File: config.mk
export PLATFORM = sky130hd
export DESIGN_NAME = jtag_tap_sampled
export DESIGN_NICKNAME = d
export VERILOG_FILES = /design/src/rtl/jtag_tap_sampled.sv
export SDC_FILE = /design/constraint.sdc
export NUM_CORES = 1
export LEC_CHECK = 0
export CAP_MARGIN = 30
export CORE_UTILIZATION = 46
export DETAILED_ROUTE_END_ITERATION = 12
export MAX_ROUTING_LAYER = met4
export PLACE_DENSITY = 0.76
export SLEW_MARGIN = 20
export SYNTH_ARGS = -nofsm -noshare
export SYNTH_HDL_FRONTEND = slang
export SYNTH_SLANG_ARGS = --single-unit
File: constraint.sdc
create_clock -name clk -period 2.35 [get_ports clk]
set_input_delay 0.47 -clock clk [delete_from_list [all_inputs] [get_ports clk]]
set_output_delay 0.47 -clock clk [all_outputs]
set_load 0.01 [all_outputs]
File: src/rtl/jtag_tap_sampled.sv
// IEEE 1149.1 TAP controller with TCK oversampled in the clk domain (IDCODE, BYPASS, 32-bit DBG register).
// Define JTAG_TAP_SYNC_EN to add 2-flop synchronizers on tck/tms/tdi/trstn for asynchronous pins.
module jtag_tap_sampled #(
    parameter int unsigned          IR_WIDTH    = 5,
    parameter logic [31:0]          IDCODE      = 32'h1DEAD3FF,
    parameter logic [IR_WIDTH-1:0]  INSN_IDCODE = IR_WIDTH'(5'h01),
    parameter logic [IR_WIDTH-1:0]  INSN_DBG    = IR_WIDTH'(5'h10)
) (
    input  logic        clk,
    input  logic        rst,
    input  logic        tck,
    input  logic        tms,
    input  logic        tdi,
    input  logic        trstn,
    output logic        tdo,
    input  logic [31:0] dbg_rdata,
    output logic [31:0] dbg_wdata,
    output logic        dbg_wvalid,
    output logic [3:0]  tap_state
);
    typedef enum logic [3:0] {
        S_EX2DR  = 4'h0, S_EX1DR   = 4'h1, S_SHDR  = 4'h2, S_PAUSEDR = 4'h3,
        S_SELIR  = 4'h4, S_UPDDR   = 4'h5, S_CAPDR = 4'h6, S_SELDR   = 4'h7,
        S_EX2IR  = 4'h8, S_EX1IR   = 4'h9, S_SHIR  = 4'hA, S_PAUSEIR = 4'hB,
        S_RTI    = 4'hC, S_UPDIR   = 4'hD, S_CAPIR = 4'hE, S_TLR     = 4'hF
    } tap_state_t;

    tap_state_t          r_state;
    tap_state_t          w_state_nxt;
    logic                w_tck, w_tms, w_tdi, w_trstn;
    logic                r_tck_q;
    logic                w_rise, w_fall;
    logic [IR_WIDTH-1:0] r_ir, r_ir_sh;
    logic [31:0]         r_dr_sh;
    logic                r_byp;
    logic                r_tdo;
    logic [31:0]         r_dbg_wdata;
    logic                r_dbg_wvalid;
    logic                w_sel_idcode, w_sel_dbg;

`ifdef JTAG_TAP_SYNC_EN
    logic [1:0] r_tck_s, r_tms_s, r_tdi_s, r_trstn_s;

    // Reset values keep the TAP idle: tck low, tms high, trstn released.
    always_ff @(posedge clk or posedge rst) begin
        if (rst) begin
            r_tck_s   <= 2'b00;
            r_tms_s   <= 2'b11;
            r_tdi_s   <= 2'b00;
            r_trstn_s <= 2'b11;
        end else begin
            r_tck_s   <= {r_tck_s[0], tck};
            r_tms_s   <= {r_tms_s[0], tms};
            r_tdi_s   <= {r_tdi_s[0], tdi};
            r_trstn_s <= {r_trstn_s[0], trstn};
        end
    end

    assign w_tck   = r_tck_s[1];
    assign w_tms   = r_tms_s[1];
    assign w_tdi   = r_tdi_s[1];
    assign w_trstn = r_trstn_s[1];
`else
    assign w_tck   = tck;
    assign w_tms   = tms;
    assign w_tdi   = tdi;
    assign w_trstn = trstn;
`endif

    assign w_rise       = w_tck & ~r_tck_q;
    assign w_fall       = ~w_tck & r_tck_q;
    assign w_sel_idcode = (r_ir == INSN_IDCODE);
    assign w_sel_dbg    = (r_ir == INSN_DBG);

    always_ff @(posedge clk or posedge rst) begin
        if (rst) r_state <= S_TLR;
        else     r_state <= w_state_nxt;
    end

    always_comb begin
        w_state_nxt = r_state;
        if (!w_trstn) begin
            w_state_nxt = S_TLR;
        end else if (w_rise) begin
            case (r_state)
                S_TLR:     w_state_nxt = w_tms ? S_TLR   : S_RTI;
                S_RTI:     w_state_nxt = w_tms ? S_SELDR : S_RTI;
                S_SELDR:   w_state_nxt = w_tms ? S_SELIR : S_CAPDR;
                S_CAPDR:   w_state_nxt = w_tms ? S_EX1DR : S_SHDR;
                S_SHDR:    w_state_nxt = w_tms ? S_EX1DR : S_SHDR;
                S_EX1DR:   w_state_nxt = w_tms ? S_UPDDR : S_PAUSEDR;
                S_PAUSEDR: w_state_nxt = w_tms ? S_EX2DR : S_PAUSEDR;
                S_EX2DR:   w_state_nxt = w_tms ? S_UPDDR : S_SHDR;
                S_UPDDR:   w_state_nxt = w_tms ? S_SELDR : S_RTI;
                S_SELIR:   w_state_nxt = w_tms ? S_TLR   : S_CAPIR;
                S_CAPIR:   w_state_nxt = w_tms ? S_EX1IR : S_SHIR;
                S_SHIR:    w_state_nxt = w_tms ? S_EX1IR : S_SHIR;
                S_EX1IR:   w_state_nxt = w_tms ? S_UPDIR : S_PAUSEIR;
                S_PAUSEIR: w_state_nxt = w_tms ? S_EX2IR : S_PAUSEIR;
                S_EX2IR:   w_state_nxt = w_tms ? S_UPDIR : S_SHIR;
                S_UPDIR:   w_state_nxt = w_tms ? S_SELDR : S_RTI;
                default:   w_state_nxt = S_TLR;
            endcase
        end
    end

    // Rise: capture/shift in the current state. Fall: drive tdo and perform updates.
    always_ff @(posedge clk or posedge rst) begin
        if (rst) begin
            r_tck_q      <= 1'b0;
            r_ir         <= INSN_IDCODE;
            r_ir_sh      <= '0;
            r_dr_sh      <= '0;
            r_byp        <= 1'b0;
            r_tdo        <= 1'b0;
            r_dbg_wdata  <= '0;
            r_dbg_wvalid <= 1'b0;
        end else begin
            r_tck_q      <= w_tck;
            r_dbg_wvalid <= 1'b0;
            if (!w_trstn) begin
                r_ir <= INSN_IDCODE;
            end else if (w_rise) begin
                case (r_state)
                    S_CAPIR: r_ir_sh <= IR_WIDTH'(2'b01);
                    S_SHIR:  r_ir_sh <= {w_tdi, r_ir_sh[IR_WIDTH-1:1]};
                    S_CAPDR: begin
                        if (w_sel_idcode)   r_dr_sh <= IDCODE;
                        else if (w_sel_dbg) r_dr_sh <= dbg_rdata;
                        else                r_byp   <= 1'b0;
                    end
                    S_SHDR: begin
                        if (w_sel_idcode || w_sel_dbg) r_dr_sh <= {w_tdi, r_dr_sh[31:1]};
                        else                           r_byp   <= w_tdi;
                    end
                    default: ;
                endcase
            end else if (w_fall) begin
                case (r_state)
                    S_SHIR:  r_tdo <= r_ir_sh[0];
                    S_SHDR:  r_tdo <= (w_sel_idcode || w_sel_dbg) ? r_dr_sh[0] : r_byp;
                    S_UPDIR: r_ir  <= r_ir_sh;
                    S_UPDDR: begin
                        if (w_sel_dbg) begin
                            r_dbg_wdata  <= r_dr_sh;
                            r_dbg_wvalid <= 1'b1;
                        end
                    end
                    S_TLR:   r_ir  <= INSN_IDCODE;
                    default: ;
                endcase
            end
        end
    end

    assign tdo        = r_tdo;
    assign dbg_wdata  = r_dbg_wdata;
    assign dbg_wvalid = r_dbg_wvalid;
    assign tap_state  = r_state;
endmodule

==> flow_summary.ini, run 1 <==
[run_status]
status = complete, no violations

[global_route]
met3_usage = 0.03620
grtUsageMet1 = 0.2859
grt_overflow_total = 0
use_met2 = 0.3416
antenna_found_initial = 0
gr-usage-all-layers = 0.2202
grt_pass1_wl_um = 13640
grt_max_degree = 55
grt_pass1_vias = 2746
gr-max-usage-layer = met2

[timing]
rsz0062_at_grt = false
drv_slew = 0
setup_viol = 0
worst_pin_slew_ns = 0.6117
setup_tns_ns = 0
finalCritPeriodShare = 0.9144
slew_headroom = 0.5913
hold_viol = 0
min_period_ns = 2.149
finalClockSkew_ns = 0.009537
clock.fmax_mhz = 465.4

[floorplan]
die_y_um = 90.45
start_util = 0.4857
dieArea_mm2 = 0.008180
fp.coreArea_mm2 = 0.007408
die_x_um = 90.45
boundaryPins = 76
rows = 31

[clock_network]
insertion_delay_ns = 0.35
cts_root_buf = clkbuf_8
clock_sinks = 82
cts_tree = done
post_cts_resized = 0
hold_buffers = 0
htreeDepth = 3
cts.clk_slew.worst_paths_ns = 0.08
post_cts_buffers = 0
max-clock-path-buffers = 2
cts_buffers = 9

[hold_path]
hp-start = dbg_wdata[22]
min_path_type = reg -> reg

[finish]
area_growth_pct = 32.09
seqCellArea_mm2 = 0.002058
multi_input_comb_area_mm2 = 0.001410
final_cells = 503
layout_commonest_cell = dfrtp_1
final_cell_mix = dfrtp_1, clkdlybuf4s50_1, nand2_1
drive_gt1_frac = 0.1262
nets = 437
diodes = 0
n_fill_cell = 587

[power]
p_int_w = 0.002256
p_clk_frac = 0.380
leakage_nw = 2.177
seqPwrFrac = 0.522
ir_drop_v = 0.0003146
p_comb_frac = 0.098
p_per_area_mw_per_mm2 = 631.9
net-switching-power_w = 0.0007470
switching_share = 0.2487

[critical_path]
path_cells = clkdlybuf4s50_1
crit_path_start = tap_state[2]
slowest_stage = dfstp_2
end_kind = output port
cpLargestDelayFamily = flip-flops
worst-path-buf-inv = 1
required_ns = 1.88
crit_arrival_ns = 1.68
crit_path_start_kind = flop
crit_type = reg -> out
max_stage_delay_ns = 0.73
crit_fanout = 20
timing.rr.start = tap_state[2]

[yosys]
ys_seq_elements = 82
synth.largest_area_cell = dfrtp_1
synth_top_flop_cell = dfrtp_1
async_flop_share = 1.000
netlist_area_mm2 = 0.003598
ys_types = 44
syn_nets = 357
yosysSeqAreaShare = 0.5720
synth_edf_count = 0
synth-simple-area-share = 0.1422
synthCells = 319
synth_area_per_cell_um2 = 11.28
yosys.area_share.adder = 0
yosysWarnings = 0
synth_xor_area_frac = 0.002434
synth_compound_gate_area_share = 0.1353
netlist_top_cells_area = dfrtp_1, mux2_1, o22ai_1
synth_top_family_by_area = simple AND/OR/NAND/NOR gates
synth_top_area_frac = 0.5355
synth_mux_area_frac = 0.1120

[placement]
port_buffers = 75
dp.cells = 486
place_hpwl_um = 5463
routabilityCongestion = 0.7995

[flow_run]
max-cap-violations = 0

[detailed_routing]
drt.antenna.violating_nets = 0
first_pass_iters = 4
wl_per_cell_um = 15.89
totalWireLength_um = 7991
drtIter0Drc = 132
post-route-drc-count = 0
vias_per_cell = 5.433
vias = 2733
per-layer routing:
metal / routed length, µm / vias to the layer above
met2: 3993 / 65
met5: 0 / -
met4: 108 / 0
met1: 3615 / 1343
met3: 274 / 10
li1: - / 1315
area by class of cell:
cell class,instances,area share
Clock buffer,9,0.02606
Tap cell,99,0.02606
Inverter,4,0.003948
Multi-Input combinational cell,212,0.2967
Clock inverter,7,0.02132
Sequential cell,82,0.4330
Timing Repair Buffer,90,0.1929
flip-flops by register name, indices dropped and copies added (netlist names):
signal,count
dbg_wvalid,1
tdo,1
dbg_wdata,32
r_ir,5
r_ir_sh,5
r_byp,1
r_dr_sh,32
r_tck_q,1
tap_state,4
cells by family after synthesis:
kind of cell,after synthesis
buffers and inverters,25
and+or+nand+nor,97
DFF,82
xor gates and xnor gates,1
muxes,36
AOI/OAI and AO/OA,78
per-stage QoR:
stage	utilization	setup WS (ns)	area (µm²)	hold WS, ns	power, W
4_1_cts	0.6401	0.1811	4742	0.4975	0.003033
2_1_floorplan	-	0.3918	3602	0.4662	0.001735
6_report	0.6416	0.2013	4753	0.4918	0.003004
3_5_place_dp	0.6097	0.04618	4517	0.4782	0.001887
3_3_place_gp	0.6097	0.08745	4517	0.4690	0.001874
5_1_grt	0.6416	0.1490	4753	0.5092	0.003142
power by group through the flow:
stage / clock network, W / logic [W] / registers [W]
after floorplan: 0 / 0.000170 / 0.00156
after global placement: 0 / 0.000286 / 0.00159
after detailed placement: 0 / 0.000293 / 0.00159
after CTS: 0.00117 / 0.000296 / 0.00157
after global routing: 0.00123 / 0.000332 / 0.00158
final: 0.00114 / 0.000294 / 0.00157
Yosys cell counts (all sizes together) (2+ instances only):
master,count
nand3b,4
or3,4
mux2,34
a21oi,7
inv,4
clkbuf,10
or3b,2
o22ai,22
nor3,3
nor4,2
mux2i,2
dfstp,5
o21ai,29
a221oi,10
nand2,33
buf,11
dfrtp,77
nand2b,6
nor2b,6
nand4,3
nand3,2
a21boi,5
nor2,25
final timing paths:
path                                 end  slack (ns)  cells after the start
max in group asynchronous   tap_state[2]        1.21                      3
hold reg to reg            dbg_wdata[22]        0.49                      1
setup / recovery            tap_state[2]        0.20                      1
min in group asynchronous     r_dr_sh[1]        0.55                      2
hold / removal             dbg_wdata[22]        0.49                      1
setup reg to reg           dbg_wdata[11]        0.35                      4
No activity file was read; power rests on OpenSTA's default activity.
==> run 2: changes to the inputs <==
--- a/config.mk
+++ b/config.mk
@@ -5,6 +5,7 @@
 export SDC_FILE = /design/constraint.sdc
 export NUM_CORES = 1
 export LEC_CHECK = 0
+export ABC_CLOCK_PERIOD_IN_PS = 2350
 export CAP_MARGIN = 30
 export CORE_UTILIZATION = 46
 export DETAILED_ROUTE_END_ITERATION = 12
==> results of run 2 <==
Final layout, timing and power as in run 1 (identical DEF).
